### config.mk
export PLATFORM = sky130hd
export DESIGN_NAME = arbitro_escrita_reg
export DESIGN_NICKNAME = d
export VERILOG_FILES = /design/src/rtl/registradores_pkg.sv /design/src/rtl/arbitro_rr2.sv /design/src/rtl/arbitro_escrita_reg.sv
export SDC_FILE = /design/constraint.sdc
export NUM_CORES = 1
export LEC_CHECK = 0
export ABC_AREA = 1
export CORE_ASPECT_RATIO = 0.6
export CORE_MARGIN = 2
export CORE_UTILIZATION = 38
export CTS_CLUSTER_SIZE = 8
export DETAILED_ROUTE_END_ITERATION = 16
export PLACE_DENSITY = 0.82
export SYNTH_ARGS = -nofsm -noshare
export SYNTH_HDL_FRONTEND = slang
export SYNTH_SLANG_ARGS = --single-unit
### constraint.sdc
create_clock -name clock -period 1.4 [get_ports clock]
set_clock_uncertainty 0.05 [all_clocks]
set_input_delay 0.28 -clock clock [delete_from_list [all_inputs] [get_ports clock]]
set_output_delay 0.28 -clock clock [all_outputs]
set_load 0.05 [all_outputs]
### src/rtl/registradores_pkg.sv
// Shared sizing and encoding constants for the register-file write arbiter.
package registradores_pkg;

    localparam int NUM_REGS   = 32;
    localparam int REG_ADDR_W = $clog2(NUM_REGS);
    localparam int DATA_W     = 32;

    localparam logic                  REQ_ALU  = 1'b0;
    localparam logic                  REQ_MEM  = 1'b1;
    localparam logic [REG_ADDR_W-1:0] REG_ZERO = 5'd0;

endpackage

### src/rtl/arbitro_rr2.sv
// Two-input round-robin grant (ALU vs. load) with the "last winner" flop.
module arbitro_rr2
    import registradores_pkg::*;
(
    input  logic clock,
    input  logic reset_n,
    input  logic req_alu,
    input  logic req_mem,
    output logic gnt_alu,
    output logic gnt_mem,
    output logic ultimo
);

    // NOTE: every always_comb output gets a default first so no latch is inferred.
    always_comb begin
        gnt_alu = 1'b0;
        gnt_mem = 1'b0;
        if (reset_n) begin
            if (req_alu && req_mem) begin
                gnt_mem = (ultimo == REQ_ALU);
                gnt_alu = (ultimo == REQ_MEM);
            end else begin
                gnt_alu = req_alu;
                gnt_mem = req_mem;
            end
        end
    end

    // NOTE: sequential state uses non-blocking assignments only.
    always_ff @(posedge clock) begin
        if (!reset_n) begin
            ultimo <= REQ_ALU;
        end else if (gnt_alu) begin
            ultimo <= REQ_ALU;
        end else if (gnt_mem) begin
            ultimo <= REQ_MEM;
        end
    end

endmodule

### src/rtl/arbitro_escrita_reg.sv
// Register-file write-port arbiter with pending-write scoreboard and hazard detect.
// Optional macro ARBITRO_FORWARDING_EN forwards the in-flight write to the read ports.
module arbitro_escrita_reg
    import registradores_pkg::*;
(
    input  logic                  clock,
    input  logic                  reset_n,
    input  logic                  alu_valid,
    input  logic [REG_ADDR_W-1:0] alu_reg,
    input  logic [DATA_W-1:0]     alu_dados,
    output logic                  alu_ready,
    input  logic                  mem_valid,
    input  logic [REG_ADDR_W-1:0] mem_reg,
    input  logic [DATA_W-1:0]     mem_dados,
    output logic                  mem_ready,
    input  logic                  reserva_valid,
    input  logic [REG_ADDR_W-1:0] reserva_reg,
    input  logic [REG_ADDR_W-1:0] regLe1,
    input  logic [REG_ADDR_W-1:0] regLe2,
    input  logic [DATA_W-1:0]     dadosLe1_rf,
    input  logic [DATA_W-1:0]     dadosLe2_rf,
    output logic [DATA_W-1:0]     dadosLe1,
    output logic [DATA_W-1:0]     dadosLe2,
    output logic                  perigo,
    output logic                  escReg,
    output logic [REG_ADDR_W-1:0] regEsc,
    output logic [DATA_W-1:0]     dadosEsc
);

    logic                  gnt_alu;
    logic                  gnt_mem;
    logic                  ultimo;
    logic                  gnt_any;
    logic [REG_ADDR_W-1:0] win_reg;
    logic [DATA_W-1:0]     win_dados;
    logic [NUM_REGS-1:0]   busy;
    logic                  fwd1;
    logic                  fwd2;

    arbitro_rr2 u_rr (
        .clock   (clock),
        .reset_n (reset_n),
        .req_alu (alu_valid),
        .req_mem (mem_valid),
        .gnt_alu (gnt_alu),
        .gnt_mem (gnt_mem),
        .ultimo  (ultimo)
    );

    assign alu_ready = gnt_alu;
    assign mem_ready = gnt_mem;
    assign gnt_any   = gnt_alu | gnt_mem;
    assign win_reg   = gnt_mem ? mem_reg   : alu_reg;
    assign win_dados = gnt_mem ? mem_dados : alu_dados;

    // A grant to register 0 still completes the handshake but never enables the write.
    always_ff @(posedge clock) begin
        if (!reset_n) begin
            escReg   <= 1'b0;
            regEsc   <= REG_ZERO;
            dadosEsc <= '0;
        end else begin
            escReg <= gnt_any && (win_reg != REG_ZERO);
            if (gnt_any) begin
                regEsc   <= win_reg;
                dadosEsc <= win_dados;
            end
        end
    end

    // NOTE: the busy bits are control state, so unlike a data RAM they must be reset.
    always_ff @(posedge clock) begin
        if (!reset_n) begin
            busy <= '0;
        end else begin
            busy[0] <= 1'b0;
            for (int r = 1; r < NUM_REGS; r++) begin
                if (reserva_valid && reserva_reg == REG_ADDR_W'(r)) begin
                    busy[r] <= 1'b1;
                end else if (escReg && regEsc == REG_ADDR_W'(r)) begin
                    busy[r] <= 1'b0;
                end
            end
        end
    end

`ifdef ARBITRO_FORWARDING_EN
    assign fwd1 = escReg && (regEsc == regLe1) && (regLe1 != REG_ZERO);
    assign fwd2 = escReg && (regEsc == regLe2) && (regLe2 != REG_ZERO);
    assign dadosLe1 = fwd1 ? dadosEsc : dadosLe1_rf;
    assign dadosLe2 = fwd2 ? dadosEsc : dadosLe2_rf;
`else
    assign fwd1     = 1'b0;
    assign fwd2     = 1'b0;
    assign dadosLe1 = dadosLe1_rf;
    assign dadosLe2 = dadosLe2_rf;
`endif

    // A read that is being satisfied by forwarding does not need to stall.
    assign perigo = (busy[regLe1] && (regLe1 != REG_ZERO) && !fwd1) ||
                    (busy[regLe2] && (regLe2 != REG_ZERO) && !fwd2);

endmodule
After elaboration in Yosys (flattened, before gate mapping)
Index checks and enable logic that the tools add are counted.
- logic and storage cells: 277
- input port bits: 158
- register bits: 71
- output and inout bits: 105
- bitwise gates (word level): 3
- mux-type cells: 72
- reduce and logical (&&, ||, !) cells: 102
- magnitude comparators: 2
- equal/unequal tests: 62
- operators with widths (kind ; number):
    $eq A5 B5 Y1 const B ; 32
    $eq A5 B4 Y1 const B ; 16
    $mux W1 ; 68
    $logic_and A1 B1 Y1 ; 66
    $reduce_bool A2 Y1 ; 31
    $eq A5 B3 Y1 const B ; 8
    $mux W32 ; 1
    $eq A5 B2 Y1 const B ; 4
    $reduce_bool A5 Y1 ; 3
    $lt A5 B6 Y1 const B ; 2
    $bmux W1 S5 ; 2
    $eq A5 B1 Y1 const B ; 2
    $mux W5 ; 1
    $not A1 Y1 ; 2
    $reduce_or A2 Y1 ; 1
    $logic_or A1 B1 Y1 ; 1
    $or A1 B1 Y1 ; 1

Depth between registers and ports, before layout
Gate-level depths: netlist of the first run.
- depth after elaboration: 6
- gate-level depth with buffers: 13
- mapped depth without buffers: 12

By module
Synthesis of the first run repeated with hierarchy kept, for this count alone.
- cells, all modules: 725
- area, all modules: 4439.3 µm²
- modules (own cells, without submodules) (module ; times used ; sequential area each (µm²) ; cells each ; area each (µm²)):
    arbitro_escrita_reg ; 1 ; 1381.3 ; 715 ; 4385.5
    arbitro_rr2 ; 1 ; 20.0 ; 10 ; 53.8

Least setup slack after synthesis of the first run
Ideal clock, no wire load.
- path type: input to output
- from: input port regLe2[0]
- to: output port perigo
- buffers on the path: 2
- stages on the path: 11
- path slack: -0.240 ns
- required time: 1.070 ns
- arrival time: 1.310 ns
- path through: buf_6 buf_4 nand2_1 nand3_1 nand2_1 nand2_1 nand3_1 nand3_1 nand2_1 inv_1 nand2_1
- longest elaborated chain between the ends: 4
- elaborated cells between the ends (all ways): 5
- those cells by class: mux (2); reduce/logical (3)
- ends and longest elaborated chain (element ; RTL line ; text):
    start: declaration ; arbitro_escrita_reg.sv:19 ; input logic [REG_ADDR_W-1:0] regLe2,
    $bmux W1 S5 ; arbitro_escrita_reg.sv:101 ; (busy[regLe2] && (regLe2 != REG_ZERO) && !fwd2);
    $mux W1 (implied by the code) ; arbitro_escrita_reg.sv:101 ;
    $logic_and A1 B1 Y1 * ; arbitro_escrita_reg.sv:101 ;
    $logic_or A1 B1 Y1 * ; arbitro_escrita_reg.sv:100 ; assign perigo = (busy[regLe1] && (regLe1 != REG_ZERO) && !fwd1) ||
    end: declaration ; arbitro_escrita_reg.sv:24 ; output logic perigo,
Every way passes the cells marked *; elsewhere a longest branch is shown, timed or not. The select of a mux whose other input is x is not followed.

Final worst setup path of the first run
- from: register busy[10]
- to: output port perigo
- longest elaborated chain between the ends: 4
- elaborated cells between the ends (all ways): 7
- those cells by class: mux (4); reduce/logical (3)
- ends and longest elaborated chain (element ; RTL line ; text):
    start: declaration ; arbitro_escrita_reg.sv:36 ; logic [NUM_REGS-1:0] busy;
    start signal: assignment ; arbitro_escrita_reg.sv:74 ; busy <= '0;
    start signal: indexed assignment ; arbitro_escrita_reg.sv:79 ; busy[r] <= 1'b1;
    start signal: indexed assignment ; arbitro_escrita_reg.sv:81 ; busy[r] <= 1'b0;
    $bmux W1 S5, on equally long branches ; arbitro_escrita_reg.sv:100, arbitro_escrita_reg.sv:101 ;
    $mux W1, on equally long branches ; arbitro_escrita_reg.sv:100, arbitro_escrita_reg.sv:101 ;
    $logic_and A1 B1 Y1, on equally long branches ; arbitro_escrita_reg.sv:100, arbitro_escrita_reg.sv:101 ;
    $logic_or A1 B1 Y1 * ; arbitro_escrita_reg.sv:100 ;
Marked as above.

==> flow_summary.yaml, run 1 <==
critical_path:
  critPathRequiredTime_ps: 1070
  r2r_start: "u_rr.ultimo"
  worstSetupPathType: "reg2out"
  critPathMaxStageDelay_ps: 320
  cp_max_fo: 2
  r2r_slack_ps: 70
  worstPathArrival_ps: 1460
  r2r_cells: 9
  crit_path_cell_trace: "inv_2, nand2_1, nand3_1, nand2_1, nand2_2, nand3_2, nand3_2, nand2_2, inv_2, nand2_4, buf_12"
  worst_path_max_delay_cell: "dfxtp_2"
  reg2reg_to: "escReg"
  cp_num_buf_inv: 3
  crit_family: "simple AND/OR/NAND/NOR gates"
  worst_setup_path_start_kind: "register"
  endpoint_kind: "output port"
clocking:
  cts_tree: "built"
  clkSinkCount: 70
  htreeDepth: 3
  clk_latency_ps: 330
  ctsLongestPathBuffers: 2
  path_clk_slew_ps: 50
  numCtsBuffers: 9
  cts-root-buf: "clkbuf_16"
global_routing:
  antenna_found_initial: 0
  grt-ovfl-total: 0
  grt_first_pass_wirelength_mm: 23.5
  track_usage: 0.244
  grt_pass1_vias: 4637
  grt_max_degree: 34
detailed_routing:
  post_drt_wl_per_cell_um: 15.6
  drt_first_pass_iters: 6
  ant_nets: 0
  vias: 4800
  drt_iter0_markers: 479
  drc: 0
  vias_per_cell: 5.22
  wirelength_mm: 14.4
job:
  max_cap_violations: 0
die:
  coreArea_mm2: 0.0112
  num_rows: 30
  start_util: 0.386
  dieArea_mm2: 0.0123
  die_x_um: 142
  ios: 263
  fp.dieH_um: 86.6
finish:
  drive_gt1_frac: 0.262
  utilization: 0.588
  regArea_mm2: 0.00144
  areaGrowthSynthToFinish_pct: 52.2
  fin_cells: 920
  multi_input_area_mm2: 0.00211
  fin_area_mm2: 0.00658
  antennaDiodeCount: 0
  final_nets: 930
  fillers: 959
pwr:
  p_per_area_mw_per_mm2: 1010
  power_leakage_nw: 2.87
  peakVddDrop_v: 0.000680
  p_total_mw: 6.65
yosys:
  synth_warnings: 0
  synth-seq-area-share: 0.324
  avgSynthCellArea_um2: 6.41
  syn-cell-area_mm2: 0.00432
  synthCells: 674
  ys_ff_latch: 70
  netlist-cell-type-count: 21
  syn_nets: 832
timing:
  worst_slack_ps: -391
  worstMarginPinSlew_ps: 402
  fin_crit_ps: 1790
  rsz0062_at_grt: "true"
  hold_violations: 0
  setup-violations-final: 2
  drv_slew: 0
  post-route-period-util: 1.28
  fin_setup_tns_ps: -437
  relSlewSlack: 0.731
  hold_slack_ps: 399
  clock.fmax_mhz: 558
worst_hold_path:
  min-delay-start: "alu_valid"
  whs_path_depth: 3
  worstHoldEndpoint: "u_rr.ultimo"
  hp-class: "in2reg"
placement:
  place_inst: 899
  io_buffers: 134
  place_congestion: 0.979
  post-dp-hpwl_mm: 10.6
  post-place-ws_ps: -721
  dpl_cell_area_mm2: 0.00602
outcome:
  violations: "negative setup slack"
  outcome: "finished, violations left"
-- worst register-to-register path, stage by stage (launching register included) --
cell	delay [ps]
dfxtp_4	370
nand2_4	60
nand2_4	70
inv_2	40
buf_6	120
buf_4	160
nand2_1	70
nand2_1	70
nor2_1	140
a21oi_1	80
-- Yosys cell counts, drive strengths merged --
library cell  count  share of area
dfxtp            70           0.32
buf              88           0.15
clkbuf            9         0.0078
o21ai            61          0.071
nand2           234           0.20
inv              62          0.055
nor2             29          0.026
a31oi            34          0.049
or2               2         0.0029
a21oi            33          0.038
o211ai            7          0.012
o211a             1         0.0023
nor3              1         0.0012
nand3            41          0.047
o31ai             2         0.0035
-- layer usage --
layer,track usage,routed length (um),vias to the layer above,share of wire
met1,0.329,6320,2185,0.44
met4,0.0836,283,0,0.020
met3,0.101,1780,32,0.12
li1,-,-,2303,-
met5,0.0121,0,-,0
met2,0.353,6020,280,0.42
-- logic make-up (layout without fill, tap and decap cells) --
logic type	after synthesis	in the layout	synth area share
simple gates	307	307	0.282
buf+inv	159	261	0.217
compound gates	138	138	0.176
flops	70	70	0.324
-- state kept, by name (all words and copies together) (netlist names) --
| signal | flops |
|---|---|
| dadosEsc | 32 |
| busy | 31 |
| regEsc | 5 |
| escReg | 1 |
| u_rr.ultimo | 1 |
-- area by class of cell --
cell class | count | area share
clock buffer | 11 | 0.0384
clock inverter | 4 | 0.0107
inverter | 62 | 0.0379
multi-input combinational | 445 | 0.322
sequential | 70 | 0.218
tap | 144 | 0.0274
timing repair buffer | 184 | 0.346
-- worst max-delay path by stage --
stage,start,to,slack (ps),cells after the start
detailed placement,regLe1[0],perigo,-720,13
finish,busy[10],perigo,-390,11
floorplan,regLe1[0],perigo,-50,12
global route,busy[22],perigo,-520,13
CTS,busy[17],perigo,-370,13
global placement,regLe1[0],perigo,-720,13
-- placed cells by master (no fill, tap or decap), types with 9 or more instances in the layout --
cell / netlist / routed
dfxtp_1: 70 / 45
nor2_1: 27 / 19
a21oi_1: 33 / 30
nand3_1: 41 / 34
clkdlybuf4s50_1: 0 / 82
buf_12: 0 / 50
o21ai_0: 61 / 61
dfxtp_2: 0 / 24
inv_1: 57 / 31
buf_4: 68 / 36
a31oi_1: 34 / 34
nor2_2: 2 / 9
nand2_2: 2 / 11
nand2_1: 232 / 220
inv_2: 3 / 28
clkbuf_16: 0 / 9
-- power by group --
part / switching (mW) / leakage [nW] / internal (mW)
sequential: 0.127 / 0.585 / 2.11
clock: 0.821 / 0.161 / 1.64
combinational: 0.997 / 2.12 / 0.949
-- what timing repair did --
item,CTS,global route
endpoints found under the hold margin,0,0
cloned,2,0
gates resized for setup,78,27
endpoints found under the setup margin,21,18
setup buffers,4,0
hold buffers,0,0
pin swaps,16,8
Power figures use the tool's default switching activity.
==> inputs of run 2 (changes only) <==
- CORE_UTILIZATION: 38 -> 34
- PLACE_DENSITY: 0.82 -> 0.77
- clock period: 1.4 -> 1.53 ns (I/O delays scaled with it)
==> flow_summary.yaml, run 2 (synthesis results as in run 1) <==
detailed_routing:
  ant_nets: 0
  wirelength_mm: 14.4
  vias_per_cell: 5.06
  drt_first_pass_iters: 5
  drt_iter0_markers: 527
  post_drt_wl_per_cell_um: 15.3
  vias: 4754
  drc: 0
timing:
  post-route-period-util: 1.20
  worstMarginPinSlew_ps: 379
  relSlewSlack: 0.746
  fin_crit_ps: 1840
  hold_violations: 0
  setup-violations-final: 1
  drv_slew: 0
  hold_slack_ps: 423
  clock.fmax_mhz: 543
  rsz0062_at_grt: "true"
  worst_slack_ps: -313
placement:
  dpl_cell_area_mm2: 0.00601
  io_buffers: 134
  place_inst: 921
  post-dp-hpwl_mm: 10.7
  post-place-ws_ps: -663
  place_congestion: 0.975
outcome:
  violations: "negative setup slack"
  outcome: "finished, violations left"
critical_path:
  critPathMaxStageDelay_ps: 280
  crit_path_cell_trace: "buf_2, bufbuf_16, nand2_1, nand3_1, nand2_1, nand2_1, nand3_1, nand3_1, nand2_1, inv_2, nand2_4, buf_12"
  endpoint_kind: "output port"
  crit_path_frequent_cell: "nand2_1"
  worstPathArrival_ps: 1490
  worst_path_max_delay_cell: "bufbuf_16"
  critPathRequiredTime_ps: 1170
  worstSetupPathType: "in2out"
  worst_setup_path_start_kind: "primary input"
  cp_max_fo: 8
finish:
  layout_commonest_cell: "nand2_1"
  top_regs: "dadosEsc (32), busy (31), regEsc (5)"
  fillers: 1123
  fin_cells: 940
  largest_reg_flops: 32
  antennaDiodeCount: 0
  final_nets: 928
  drive_gt1_frac: 0.222
  fin_area_mm2: 0.00649
  areaGrowthSynthToFinish_pct: 50.2
  top_register: "dadosEsc"
  layout_common_cells: "223 x nand2_1, 82 x clkdlybuf4s50_1, 61 x o21ai_0"
clocking:
  cts-root-buf: "clkbuf_16"
  htreeDepth: 3
  ctsLongestPathBuffers: 2
  cts_tree: "built"
  numCtsBuffers: 9
  cts_hold_buf: 0
  clk_latency_ps: 330
  clkSinkCount: 70
  path_clk_slew_ps: 60
pwr:
  p_total_mw: 6.05
  power_leakage_nw: 2.81
  p_per_area_mw_per_mm2: 932
  peakVddDrop_v: 0.000556
global_routing:
  grt_first_pass_wirelength_mm: 23.5
  antenna_found_initial: 0
  track_usage: 0.216
  grt_max_degree: 38
  grt_pass1_vias: 4634
  grt-ovfl-total: 0
die:
  start_util: 0.354
  fp.dieH_um: 91.3
  dieArea_mm2: 0.0137
  num_rows: 31
  coreArea_mm2: 0.0122
  die_x_um: 150
  ios: 263
job:
  max_cap_violations: 0
worst_hold_path:
  hp-class: "in2reg"
[run 2: cell types whose count changed in the layout (fill, tap and decap cells not counted), sizes merged]
cell	delta
buf	-2
clkinvlp	+1
clkbuf	-3
clkdlybuf4s15	+2
bufbuf	-1
inv	+2
[run 2: cell type report]
class / instances / area [um^2] / area share
clock buffer: 10 / 239 / 0.0368
timing repair inverter: 1 / 6.26 / 0.000964
tap: 165 / 206 / 0.0318
sequential: 70 / 1420 / 0.219
multi-input combinational: 445 / 2070 / 0.319
clock inverter: 6 / 85.1 / 0.0131
timing repair buffer: 181 / 2220 / 0.342
inverter: 62 / 248 / 0.0382
[run 2: repair_timing]
| item | in CTS | in global routing |
|---|---|---|
| gates cloned | 3 | 0 |
| resized for setup | 65 | 20 |
| setup endpoints to repair | 4 | 10 |
| setup buffers | 1 | 0 |
| pin swaps | 11 | 9 |
[run 2: routing by layer]
metal  vias up  track usage  part of all wire
li1       2302            -                 -
met1      2108        0.288              0.43
met2       296        0.317              0.42
met3        48       0.0834              0.13
met4         0       0.0746             0.024
met5         -            0                 0
[run 2: worst paths after layout]
| check | start | endpoint | slack (ps) | depth (start not counted) |
|---|---|---|---|---|
| setup / recovery | regLe1[0] | perigo | -310 | 12 |
| hold / removal | mem_valid | u_rr.ultimo | 420 | 3 |
| setup reg to reg | regEsc[3] | busy[27] | 180 | 5 |
| hold reg to reg | busy[28] | busy[28] | 420 | 2 |
[run 2: metrics by stage]
stage                util  TNS, ps
finish              0.531     -313
global placement    0.492   -16530
detailed placement  0.492   -17570
CTS                 0.528     -277
global route        0.531     -428
floorplan               -        0
[run 2: power breakdown]
group	switching [mW]	total, mW	leakage [nW]	internal [mW]
clock network	0.806	2.27	0.154	1.47
registers	0.108	2.04	0.582	1.93
logic	0.903	1.74	2.08	0.841
[run 2: worst max-delay path: cells and delay by family]
kind	cells	cell delay, ps
buffers and inverters	4	620
and+or+nand+nor	8	560
